[src/rtl/seq_playback_ctrl.sv]
// -----------------------------------------------------------------------------
// seq_playback_ctrl
//
// Plays the stimulus sequence of a NeuroSync round on the LEDs before the
// player responds. On start the block walks an external sequence memory
// (combinational read) from address 0 to len-1. Each entry is shown for an
// on-time, then the LEDs go dark for a gap. A one-cycle done pulse tells the
// round controller that playback has finished.
//
// Ports:
//   clock      in   rising-edge system clock
//   reset      in   asynchronous, active-low reset
//   start      in   playback request, sampled only in IDLE
//   abort      in   synchronous return to IDLE from any state, no done pulse
//   nivel      in   0 = normal speed, 1 = fast (half on-time); latched at start
//   len        in   number of entries to play (0..15); latched at start
//   rom_data   in   memory word at rom_addr, valid in the same cycle
//   rom_addr   out  current sequence address
//   leds       out  registered LED drive
//   busy       out  high while in FETCH / SHOW / GAP
//   done       out  one-cycle pulse at the end of playback
//   db_estado  out  current state encoding for a debug display
//
// Every output is a flop: next-state and next-output values are computed
// together in one combinational block and registered in one sequential block.
// -----------------------------------------------------------------------------
module seq_playback_ctrl #(
   parameter int ON_CYCLES  = 1000,  // on-time at nivel=0, even and >= 2
   parameter int OFF_CYCLES = 500,   // dark gap after each entry, >= 1
   parameter int TW         = 16     // timer width
) (
   input  logic       clock,
   input  logic       reset,
   input  logic       start,
   input  logic       abort,
   input  logic       nivel,
   input  logic [3:0] len,
   input  logic [3:0] rom_data,
   output logic [3:0] rom_addr,
   output logic [3:0] leds,
   output logic       busy,
   output logic       done,
   output logic [2:0] db_estado
);

   // State encoding doubles as the debug display code.
   localparam logic [2:0] S_IDLE  = 3'd0;
   localparam logic [2:0] S_FETCH = 3'd1;
   localparam logic [2:0] S_SHOW  = 3'd2;
   localparam logic [2:0] S_GAP   = 3'd3;
   localparam logic [2:0] S_DONE  = 3'd4;

   // Terminal counts; the timer counts 0 .. N-1 in SHOW and in GAP.
   localparam logic [TW-1:0] ON_FULL_LAST = TW'(ON_CYCLES - 1);
   localparam logic [TW-1:0] ON_HALF_LAST = TW'(ON_CYCLES / 2 - 1);
   localparam logic [TW-1:0] OFF_LAST     = TW'(OFF_CYCLES - 1);

   // ---------------------------------------------------------------------------
   // State and registered outputs
   // ---------------------------------------------------------------------------
   logic [2:0]    state,    state_n;
   logic [TW-1:0] timer,    timer_n;
   logic [3:0]    addr_q,   addr_n;
   logic [3:0]    leds_q,   leds_n;
   logic          busy_q,   busy_n;
   logic          done_q,   done_n;
   logic [3:0]    len_q,    len_n;
   logic          nivel_q,  nivel_n;

   // Derived from the latched values only, so len/nivel changes on the inputs
   // during playback cannot disturb the running sequence.
   logic [TW-1:0] on_last;
   logic [3:0]    last_addr;
   logic          show_end;
   logic          gap_end;

   assign on_last   = nivel_q ? ON_HALF_LAST : ON_FULL_LAST;
   assign last_addr = len_q - 4'd1;
   assign show_end  = (timer == on_last);
   assign gap_end   = (timer == OFF_LAST);

   // ---------------------------------------------------------------------------
   // Next-state / next-output logic
   // ---------------------------------------------------------------------------
   always_comb begin
      state_n = state;
      timer_n = timer;
      addr_n  = addr_q;
      leds_n  = leds_q;
      len_n   = len_q;
      nivel_n = nivel_q;

      case (state)
         S_IDLE: begin
            leds_n  = 4'd0;
            addr_n  = 4'd0;
            timer_n = '0;
            if (start) begin
               if (len != 4'd0) begin
                  len_n   = len;
                  nivel_n = nivel;
                  state_n = S_FETCH;
               end else begin
                  // Empty sequence: report completion straight away.
                  state_n = S_DONE;
               end
            end
         end

         S_FETCH: begin
            // Memory read is combinational, so the word is already valid.
            leds_n  = rom_data;
            timer_n = '0;
            state_n = S_SHOW;
         end

         S_SHOW: begin
            if (show_end) begin
               leds_n  = 4'd0;
               timer_n = '0;
               state_n = S_GAP;
            end else begin
               timer_n = timer + 1'b1;
            end
         end

         S_GAP: begin
            leds_n = 4'd0;
            if (gap_end) begin
               timer_n = '0;
               if (addr_q == last_addr) begin
                  state_n = S_DONE;
               end else begin
                  // Address stops at len-1, so it never wraps.
                  addr_n  = addr_q + 4'd1;
                  state_n = S_FETCH;
               end
            end else begin
               timer_n = timer + 1'b1;
            end
         end

         S_DONE: begin
            leds_n  = 4'd0;
            addr_n  = 4'd0;
            timer_n = '0;
            state_n = S_IDLE;
         end

         default: begin
            // Unreachable encodings recover to a clean idle.
            leds_n  = 4'd0;
            addr_n  = 4'd0;
            timer_n = '0;
            state_n = S_IDLE;
         end
      endcase

      // Abort wins over every transition above, including a pending DONE.
      if (abort) begin
         state_n = S_IDLE;
         leds_n  = 4'd0;
         addr_n  = 4'd0;
         timer_n = '0;
      end

      // busy/done are registered copies of the state being entered, so they
      // line up with db_estado without a combinational decode on the output.
      busy_n = (state_n == S_FETCH) || (state_n == S_SHOW) || (state_n == S_GAP);
      done_n = (state_n == S_DONE);
   end

   // ---------------------------------------------------------------------------
   // Registers
   // ---------------------------------------------------------------------------
   always_ff @(posedge clock or negedge reset) begin
      if (!reset) begin
         state   <= S_IDLE;
         timer   <= '0;
         addr_q  <= 4'd0;
         leds_q  <= 4'd0;
         busy_q  <= 1'b0;
         done_q  <= 1'b0;
         len_q   <= 4'd0;
         nivel_q <= 1'b0;
      end else begin
         state   <= state_n;
         timer   <= timer_n;
         addr_q  <= addr_n;
         leds_q  <= leds_n;
         busy_q  <= busy_n;
         done_q  <= done_n;
         len_q   <= len_n;
         nivel_q <= nivel_n;
      end
   end

   assign rom_addr  = addr_q;
   assign leds      = leds_q;
   assign busy      = busy_q;
   assign done      = done_q;
   assign db_estado = state;

endmodule

[config.mk]
export PLATFORM = sky130hd
export DESIGN_NAME = seq_playback_ctrl
export DESIGN_NICKNAME = d
export VERILOG_FILES = /design/src/rtl/seq_playback_ctrl.sv
export SDC_FILE = /design/constraint.sdc
export NUM_CORES = 1
export LEC_CHECK = 0
export BUFFER_PORTS_ARGS = -buffer_cell sky130_fd_sc_hd__buf_4
export CORE_MARGIN = 2
export CORE_UTILIZATION = 50
export CTS_CLUSTER_DIAMETER = 30
export DETAILED_ROUTE_END_ITERATION = 10
export PLACE_DENSITY = 0.73
export SYNTH_ARGS = -nofsm -noshare
export SYNTH_HDL_FRONTEND = slang
export SYNTH_SLANG_ARGS = --single-unit
[constraint.sdc]
create_clock -name clock -period 3.3 [get_ports clock]
set_clock_uncertainty 0.15 [all_clocks]
set_input_delay 0.165 -clock clock [delete_from_list [all_inputs] [get_ports clock]]
set_output_delay 0.165 -clock clock [all_outputs]
set_load 0.05 [all_outputs]
# After elaboration in Yosys (flattened, before gate mapping)
# Index checks and enable logic that the tools add are counted.
dict set report word_totals {
  regBits 34
  inputBits 13
  out_inout_bits 13
  elab_cells 51
}
dict set report op_classes {
  addsub 3
  n_eq_ne 14
  mux 19
  n_reduce_logical 7
}
# operator count
set ops {}
lappend ops {{two-way mux 16 bit} 3}
lappend ops {{case mux 16 bit (2 select lines)} 1}
lappend ops {{two-way mux 4 bit} 5}
lappend ops {{two-way mux 3 bit} 6}
lappend ops {{adder 16 x 1 -> 16 bit (second input constant)} 1}
lappend ops {{equality test 16 x 10 -> 1 bit} 1}
lappend ops {{equality test 16 x 9 -> 1 bit (second input constant)} 1}
lappend ops {{case mux 4 bit (2 select lines)} 2}
lappend ops {{equality test 3 x 2 -> 1 bit (second input constant)} 4}
lappend ops {{case mux 3 bit (4 select lines)} 1}
lappend ops {{two-way mux 10 bit} 1}
lappend ops {{!= test 3 bit (second input constant)} 3}
lappend ops {{equality test 3 x 1 -> 1 bit (second input constant)} 2}
lappend ops {{AND reduction 3 bit} 2}
lappend ops {{adder 4 x 1 -> 4 bit (second input constant)} 1}
lappend ops {{equality test 4 bit} 1}
lappend ops {{nonzero test 4 bit} 1}
lappend ops {{subtractor 4 x 1 -> 4 bit (second input constant)} 1}
lappend ops {{equality test 3 bit (second input constant)} 1}
lappend ops {{logical NOT 3 bit} 1}
lappend ops {{logical OR 1 bit} 2}
lappend ops {{!= test 2 x 1 -> 1 bit (second input constant)} 1}
lappend ops {{OR reduction 2 bit} 1}

# Depth between registers and ports, before layout
# Gate-level depths: netlist of run 1.
dict set report logic_depth {
  ltp_word 9
  depth_mapped 8
  mapped_depth_nobuf 7
}

# Least setup slack after synthesis of run 1
# Ideal clock, no wire load.
dict set report synth_path {
  path_kind {register to register}
  from {reg addr_q[2], in the netlist rom_addr[2]}
  to {reg addr_q[2], in the netlist rom_addr[2]}
  setup_ns 0.120
  arrival_time_ns 1.856
  t_required_ns 3.030
  setup_slack_ns 1.175
  path_stages_with_launch 7
  cell_sequence {dfrtp_1 > xnor3_1 > nand3_1 > or2_0 > buf_6 > a32o_1 > a31o_1}
}
dict set report synth_between {
  elab_chain_len 5
}
# element line_no
set synth_lines {}
lappend synth_lines {{start, declared} 63} ;# logic [3:0] addr_q, addr_n;
lappend synth_lines {{start signal, assigned} 189} ;# addr_q <= addr_n;
lappend synth_lines {{adder 4 x 1 -> 4 bit} 135} ;# addr_n = addr_q + 4'd1;
lappend synth_lines {{two-way mux 4 bit} 131} ;# if (addr_q == last_addr) begin
lappend synth_lines {{two-way mux 4 bit} 129} ;# if (gap_end) begin
lappend synth_lines {{case mux 4 bit (2 select lines)} 93} ;# case (state)
lappend synth_lines {{two-way mux 4 bit} 160} ;# if (abort) begin
# Several ways; a longest one is shown, not always the timed one. The select of a mux whose other input is x is not followed.
# A chain may end at the register's enable or synchronous reset.

# Worst setup path after layout of run 1
dict set report layout_path {
  from {reg timer[0]}
  to {reg timer[14]}
}
dict set report layout_between {
  elab_chain_len 4
}
# element line_no
set layout_lines {}
lappend layout_lines {{start, declared} 62} ;# logic [TW-1:0] timer, timer_n;
lappend layout_lines {{start signal, assigned} 188} ;# timer <= timer_n;
lappend layout_lines {{adder 16 x 1 -> 16 bit (tied with other cells)} {123, 139}}
lappend layout_lines {{two-way mux 16 bit, on equally long branches} {129, 118}}
lappend layout_lines {{case mux 16 bit (2 select lines) *} 93}
lappend layout_lines {{two-way mux 16 bit *} 160}
lappend layout_lines {{named net timer_n[14]} 62}
# The timed path passes the listed nets; every way through them passes the cells marked *.

==> results of run 1 <==
[cell families (layout without fill, tap and decap cells)]
family                     Yosys count  count (layout)  synth area share
and+or+nand+nor                     68              68             0.238
DFF                                 34              34             0.493
AOI/OAI and AO/OA                   24              24             0.114
xor gates and xnor gates            19              19             0.104
buffers and inverters                8              49            0.0225
adders and majority gates            3               3            0.0217
muxes                                1               1           0.00652
[per-layer routing]
layer | wire length [um] | part of all wire
met3 | 137 | 0.038
met5 | 0 | 0
met4 | 42 | 0.012
met2 | 1870 | 0.52
met1 | 1560 | 0.43
[flip-flops by register name (all words and copies together), names as in the netlist]
register / count
timer: 16
leds: 4
len_q: 4
rom_addr: 4
db_estado: 3
busy: 1
done: 1
nivel_q: 1
[worst max-delay path: stages (launching register included)]
cell and delay, ns:
dfrtp_1 0.41, ha_1 0.23, nor4b_2 0.34, o2111ai_1 0.24, o21ai_2 0.59, nor2_1 0.12
[final cells by class]
| type | instances | area [um2] |
|---|---|---|
| sequential | 34 | 851 |
| clock inverter | 1 | 5.00 |
| fill | 294 | 1210 |
| inverter | 5 | 18.8 |
| timing repair buffer | 36 | 298 |
| multi-input combinational | 115 | 837 |
| clock buffer | 7 | 55.1 |
| tap | 46 | 57.6 |
[power by group]
part | internal, mW | switching [mW] | total [mW]
Clock | 0.103 | 0.139 | 0.242
Sequential | 0.434 | 0.0204 | 0.454
Combinational | 0.0621 | 0.0746 | 0.137
[per-stage QoR]
stage	instances	utilization	hold WS, ns
floorplan	157	-	-0.281
global placement	225	0.585	-0.0200
detailed placement	225	0.585	-0.0140
CTS	244	0.636	0.111
global route	244	0.636	0.128
finish	244	0.636	0.104
[path summary, 6_finish.rpt]
path | to | slack (ns) | cells after the start
max | timer[14] | 1.08 | 5
min | done | 0.10 | 4
max reg2reg | timer[14] | 1.08 | 5
min reg2reg | timer[0] | 0.36 | 1
max in group asynchronous | timer[0] | 2.55 | 2
min in group asynchronous | busy | 0.13 | 2
[layout by cell type (no fill, tap or decap), drive strengths merged, types with 2 or more instances in the layout]
master,netlist,routed
a21oi,2,2
a22o,9,9
and2,3,3
and3,8,8
and4,3,3
buf,2,25
clkbuf,1,7
dfrtp,34,34
dlygate4sd3,0,11
ha,3,3
inv,5,5
nand2,7,7
nand2b,2,2
nand3,5,5
nand4,3,3
nor2,21,21
nor3,4,4
nor4b,2,2
nor4bb,2,2
o2111ai,2,2
o21ai,2,2
o22ai,2,2
or2,2,2
xnor2,10,10
xor2,8,8
==> results.yml, run 1 <==
status:
  status: "completed"
route:
  drc: 0
  viasPerCell: 5.47
  wl_per_cell_um: 14.8
  postRouteAntennaNets: 0
  wl_mm: 3.61
  vias: 1335
  drt-initial-drc-count: 77
  firstDrtPassIters: 4
clocking:
  clock_tree.root_cell: "clkbuf_4"
  htree_num_levels: 2
  cts_buffers: 5
  holdBufCountCts: 11
  numClockSinks: 34
  tritoncts: "yes"
  clk_pin_slew_worst_paths_ns: 0.12
  cts_buffer_depth: 2
  clk_latency_ns: 0.35
  ctsResizeCount: 0
  cts_setup_buffers: 0
floorplan:
  row_count: 21
  die-area_um2: 3940
  fp.dieH_um: 62.8
  core_um2: 3340
  dieWidth_um: 62.8
  ios: 26
  start_util: 0.517
timing:
  relSlewSlack: 0.554
  setup_viol: 0
  fin_crit_ns: 2.22
  drv_slew: 0
  rsz0062_at_grt: "false"
  fmax_mhz: 451
  finalHoldViolations: 0
  period_share: 0.671
  setup_ws_ns: 1.08
  worstMarginPinSlew_ns: 0.669
  setup-tns-final_ns: 0
power_and_ir_drop:
  leakagePower_nw: 0.980
  ir_drop_mv: 0.224
  cellPowerDensity_nw_per_um2: 393
  p_total_mw: 0.833
logic_synthesis:
  yosysSeqAreaShare: 0.493
  synth_cell_types: 45
  ys_seq_elements: 34
  synth_ff_type: "dfrtp_1"
  syn_area_per_cell_um2: 11.0
  synth_top_area_share: 0.493
  async_reset_ff_frac: 1.00
  ys_top_cells_by_area: "dfrtp_1, xnor2_1, a22o_1"
  yosys_warnings: 0
  synth_edf_count: 0
  synth_area_um2: 1730
  syn_nets: 173
  syn_inst: 157
  yosysMostFrequentCell: "dfrtp_1"
  synth_common_cells: "dfrtp_1, nor2_1, xnor2_1"
  post-synth-top-area-cell: "dfrtp_1"
placement:
  routabilityCongestion: 0.809
  place_ws_ns: 1.11
  port_buffers: 25
  dp_hpwl_mm: 2.52
  dpl_cell_area_um2: 1950
hold_path:
  holdCritStartpoint: "start"
  hold_class: "input pin to flop"
cells_and_area:
  nets: 213
  syn_to_final_growth_pct: 22.9
  drive_above_1_share: 0.202
  final_cell_area_um2: 2120
  diodes: 0
global_routing:
  grt_use_met2: 0.362
  busiest_layer: "met2"
  use_met1: 0.246
  grt_pass1_vias: 1365
  overflow: 0
  track_usage: 0.206
  met3_usage: 0.0649
  grt_max_degree: 35
  grt_pass1_wl_mm: 6.24
  antenna_found_initial: 0
setup_path:
  endpoint_kind: "flop"
  cp_max_fo: 16
  cp.arrival_ns: 2.27
  r2r_start: "timer[0]"
  crit_required_ns: 3.35
  critPathKind: "flop to flop"
  crit_start: "timer[0]"
  worstSetupStartpointType: "flop"
flow_run:
  cap_viol_max_count: 0
Power figures use the tool's default switching activity.
==> run 2: changes to the inputs <==
ABC_AREA = 1   (was default)
PLACE_DENSITY = 0.75   (was 0.73)
clock period = 1.9 ns   (was 3.3 ns; I/O delays follow)
==> results.yml, run 2 <==
logic_synthesis:
  yosysSeqAreaShare: 0.423
  syn_inst: 268
  syn_nets: 284
  synth_area_um2: 2010
  async_reset_ff_frac: 1.00
  synth_cell_types: 30
  ys_seq_elements: 34
  synth_ff_type: "dfrtp_1"
  syn_area_per_cell_um2: 7.50
  ys_top_cells_by_area: "dfrtp_1, nand2_1, inv_1"
  synth_common_cells: "nand2_1, inv_1, dfrtp_1"
  synth_edf_count: 0
  yosys_warnings: 0
  post-synth-top-area-cell: "dfrtp_1"
  synth_top_area_share: 0.423
  yosysMostFrequentCell: "nand2_1"
cells_and_area:
  stdcell_count: 358
  multiInputGateArea_um2: 967
  drive_above_1_share: 0.162
  largest_reg_flops: 16
  syn_to_final_growth_pct: 21.3
  top_register: "timer"
  regArea_um2: 851
  diodes: 0
  final_common_cell: "nand2_1"
  nets: 323
  fin_util: 0.619
  final_cell_area_um2: 2440
  fillers: 358
  final_cell_mix: "nand2_1, inv_1, dfrtp_1"
timing:
  fin_hold_ws_ns: 0.133
  drv_slew: 0
  fmax_mhz: 569
  setup-tns-final_ns: 0
  finalHoldViolations: 0
  relSlewSlack: 0.720
  setup_viol: 0
  period_share: 0.925
  setup_ws_ns: 0.143
  fin_crit_ns: 1.76
  worstMarginPinSlew_ns: 0.417
route:
  wl_mm: 4.36
  viasPerCell: 4.97
  postRouteAntennaNets: 0
  wl_per_cell_um: 12.2
  firstDrtPassIters: 4
  drt-initial-drc-count: 87
  drc: 0
  vias: 1779
setup_path:
  worstReg2RegEnd: "rom_addr[0]"
  cp_max_fo: 5
  critPathKind: "flop to flop"
  worstSetupStartpointType: "flop"
  reg2regPathDepth: 9
  crit_required_ns: 1.93
  cp.arrival_ns: 1.78
  cpPeakStageDelay_ns: 0.36
  crit_slowest_cell: "dfrtp_1"
  endpoint_kind: "flop"
  crit_chain: "inv_1 -> ha_1 -> or2_2 -> nand3_1 -> nor2_1 -> nand3_2 -> nand2_2 -> nand2_1 -> nand2_1"
  rrSetupSlack_ns: 0.14
  path_common_cell: "nand2_1"
  r2r_start: "len_q[0]"
global_routing:
  grt_max_degree: 35
  grt_pass1_vias: 1721
  antenna_found_initial: 0
  overflow: 0
  track_usage: 0.220
  grt_pass1_wl_mm: 7.45
floorplan:
  fp.dieH_um: 67.4
  row_count: 23
  start_util: 0.510
  die-area_um2: 4540
  ios: 26
  dieWidth_um: 67.4
  core_um2: 3940
power_and_ir_drop:
  p_total_mw: 1.63
  cellPowerDensity_nw_per_um2: 667
  leakagePower_nw: 1.19
  ir_drop_mv: 0.508
clocking:
  cts_buffers: 5
  cts_buffer_depth: 2
  clock_tree.root_cell: "clkbuf_8"
  clk_pin_slew_worst_paths_ns: 0.07
  htree_num_levels: 2
  numClockSinks: 34
  tritoncts: "yes"
  clk_latency_ns: 0.29
  cts_setup_buffers: 0
placement:
  routabilityCongestion: 0.950
  placed_cells: 339
  port_buffers: 25
  dp_hpwl_mm: 3.13
  dpl_cell_area_um2: 2230
  place_ws_ns: 0.100
status:
  status: "completed"
hold_path:
  hold_class: "input pin to async pin"
flow_run:
  cap_viol_max_count: 0
run 2: timing repair:
| item | CTS | global route |
|---|---|---|
| hold buffers | 11 | 0 |
| resized for setup | 0 | 2 |
| hold endpoints to repair | 47 | 0 |
| endpoints found under the setup margin | 0 | 4 |
run 2: final cells by class:
type                       instances  share of cell area
inverter                          45              0.0693
sequential                        34               0.349
clock buffer                       7              0.0354
timing repair buffer              36               0.122
clock inverter                     1             0.00205
tap                               50              0.0257
multi-input combinational        185               0.397
run 2: worst max-delay path by stage:
| stage | start | endpoint | slack, ns | cells past startpoint |
|---|---|---|---|---|
| after detailed placement | len_q[0] | rom_addr[1] | 0.10 | 9 |
| after floorplan | rom_addr[1] | rom_addr[0] | 0.20 | 7 |
| final | len_q[0] | rom_addr[0] | 0.14 | 9 |
| after CTS | len_q[0] | rom_addr[0] | 0.08 | 9 |
| after global routing | len_q[0] | rom_addr[0] | -0.03 | 12 |
| after global placement | len_q[0] | rom_addr[0] | 0.15 | 9 |
run 2: routing by layer:
| layer | GRT usage | share of wire | wire, um | vias up |
|---|---|---|---|---|
| met5 | 0 | 0 | 0 | - |
| met4 | 0.0740 | 0.014 | 61 | 0 |
| met3 | 0.0517 | 0.027 | 120 | 6 |
| met2 | 0.382 | 0.50 | 2190 | 25 |
| met1 | 0.266 | 0.46 | 2000 | 824 |
| li1 | - | - | - | 924 |
run 2: power breakdown:
group / leakage [nW] / internal, mW / total (mW) / switching [mW]
combinational: 0.677 / 0.110 / 0.291 / 0.181
sequential: 0.462 / 0.759 / 0.786 / 0.0276
clock: 0.0482 / 0.292 / 0.549 / 0.257
total: 1.19 / 1.16 / 1.63 / 0.465
run 2: logic make-up (layout without fill, tap and decap cells):
family          Yosys count  after routing  synth area share
fa+ha+maj                 3              3            0.0187
flops                    34             34             0.423
buf+inv                  49             89            0.0996
xor+xnor                 12             12            0.0523
simple gates            141            141             0.326
compound gates           29             29            0.0803
run 2: worst max-delay path: cells and delay by family, from the launching register on:
family,cells,cell delay [ns]
and+or+nand+nor,7,0.75
DFF,1,0.36
adders and majority gates,1,0.30
buffers and inverters,1,0.08
==> run 3: changes to the inputs <==
RECOVER_POWER = 25   (was default)
==> results.yml, run 3 (synthesized netlist as in run 2, its figures left out) <==
status:
  status: "completed"
clocking:
  clk_latency_ns: 0.29
  htree_num_levels: 2
  clk_pin_slew_worst_paths_ns: 0.07
  cts_buffer_depth: 2
  numClockSinks: 34
  tritoncts: "yes"
  cts_buffers: 5
  clock_tree.root_cell: "clkbuf_8"
power_and_ir_drop:
  p_total_mw: 1.63
  cellPowerDensity_nw_per_um2: 667
  pwr-share-comb: 0.179
  clock_power_share: 0.338
  p_switching_mw: 0.465
  leakagePower_nw: 1.19
  switching_share: 0.286
  ir_drop_mv: 0.508
  pwr-share-seq: 0.484
  intPower_mw: 1.16
timing:
  setup_ws_ns: 0.143
  fin_hold_ws_ns: 0.154
  relSlewSlack: 0.455
  fin_crit_ns: 1.76
  drv_slew: 0
  finalHoldViolations: 0
  period_share: 0.925
  fmax_mhz: 569
  setup-tns-final_ns: 0
  worstMarginPinSlew_ns: 0.817
  setup_viol: 0
setup_path:
  crit_required_ns: 1.93
  crit_start: "len_q[0]"
  critPathCapture: "rom_addr[0]"
  r2r_start: "len_q[0]"
  critPathKind: "flop to flop"
  crit_slowest_cell: "dfrtp_1"
  cpPeakStageDelay_ns: 0.36
  cpLargestDelayFamily: "simple AND/OR/NAND/NOR gates"
  worstSetupStartpointType: "flop"
  crit_chain: "inv_1 -> ha_1 -> or2_2 -> nand3_1 -> nor2_1 -> nand3_2 -> nand2_2 -> nand2_1 -> nand2_1"
  crit_cells: 9
  reg2regPathDepth: 9
  endpoint_kind: "flop"
  cp.arrival_ns: 1.78
  critical_path_buf_inv_count: 1
  worstReg2RegEnd: "rom_addr[0]"
  cp_max_fo: 5
  path_common_cell: "nand2_1"
  rrSetupSlack_ns: 0.14
cells_and_area:
  nets: 323
  final_cell_mix: "nand2_1, inv_1, dfrtp_1"
  diodes: 0
  top_register: "timer"
  largest_reg_flops: 16
  final_cell_area_um2: 2440
  final_common_cell: "nand2_1"
  syn_to_final_growth_pct: 21.2
  fillers: 358
  drive_above_1_share: 0.162
route:
  wl_mm: 4.36
  vias: 1779
  postRouteAntennaNets: 0
  drt-initial-drc-count: 87
  firstDrtPassIters: 4
  drc: 0
  viasPerCell: 4.97
  wl_per_cell_um: 12.2
hold_path:
  hold_class: "input pin to flop"
placement:
  routabilityCongestion: 0.950
  port_buffers: 25
  place_ws_ns: 0.100
  dpl_cell_area_um2: 2230
  dp_hpwl_mm: 3.13
floorplan:
  dieWidth_um: 67.4
  row_count: 23
  fp.dieH_um: 67.4
  start_util: 0.510
  core_um2: 3940
  die-area_um2: 4540
  ios: 26
global_routing:
  grt_max_degree: 35
  grt_pass1_vias: 1721
  track_usage: 0.220
  antenna_found_initial: 0
  grt_pass1_wl_mm: 7.45
  overflow: 0
flow_run:
  cap_viol_max_count: 0
==> run 3: changes by cell type in the layout (fill, tap and decap cells not counted), sizes merged <==
| cell | before | now |
|---|---|---|
| buf | 25 | 24 |
| clkbuf | 7 | 8 |
==> run 3: worst min path at each step <==
stage | slack (ns) | cells past startpoint | start | to
final | 0.15 | 4 | start | db_estado[2]
after detailed placement | -0.09 | 1 | reset | timer[10]
after floorplan | -0.35 | 0 | reset | busy
after CTS | 0.15 | 2 | reset | timer[10]
after global routing | 0.17 | 4 | start | db_estado[2]
after global placement | -0.09 | 1 | reset | timer[10]
==> run 3: power by group through the flow <==
stage	sequential (mW)	clock (mW)	combinational, mW
CTS	0.786	0.559	0.290
global route	0.791	0.598	0.328
floorplan	0.834	0	0.155
detailed placement	0.800	0	0.272
finish	0.786	0.549	0.290
global placement	0.798	0	0.266
==> run 3: timing repair <==
| action | CTS | global route |
|---|---|---|
| resized for setup | 0 | 2 |
| endpoints found under the setup margin | 0 | 4 |
| hold buffers | 11 | 0 |
| setup buffers | 0 | 0 |
| hold endpoints to repair | 47 | 0 |
==> run 3: worst register-to-register path: stages (launching register included) <==
cell and delay [ns]:
dfrtp_1 0.36, inv_1 0.08, ha_1 0.30, or2_2 0.27, nand3_1 0.08, nor2_1 0.08, nand3_2 0.12, nand2_2 0.09
nand2_1 0.06, nand2_1 0.05
==> run 3: area by class of cell <==
type,instances,area [um2],share of cell area
clock buffers,7,86.3,0.0354
flip-flops and latches,34,851,0.349
inverters,45,169,0.0693
well taps,50,62.6,0.0257
multi-input cells,185,967,0.397
repair buffers,36,295,0.121
clock inverters,1,5.00,0.00205
==> run 3: routing by layer <==
metal / global-route usage / up-vias / routed length (um)
met5: 0 / - / 0
met4: 0.0740 / 0 / 61
met3: 0.0517 / 6 / 120
met2: 0.382 / 25 / 2190
met1: 0.266 / 824 / 2000
li1: - / 924 / -
==> run 3: per-stage QoR <==
stage / utilization / cells
2_1_floorplan: - / 268
3_3_place_gp: 0.566 / 339
3_5_place_dp: 0.566 / 339
4_1_cts: 0.617 / 358
5_1_grt: 0.618 / 358
6_report: 0.618 / 358
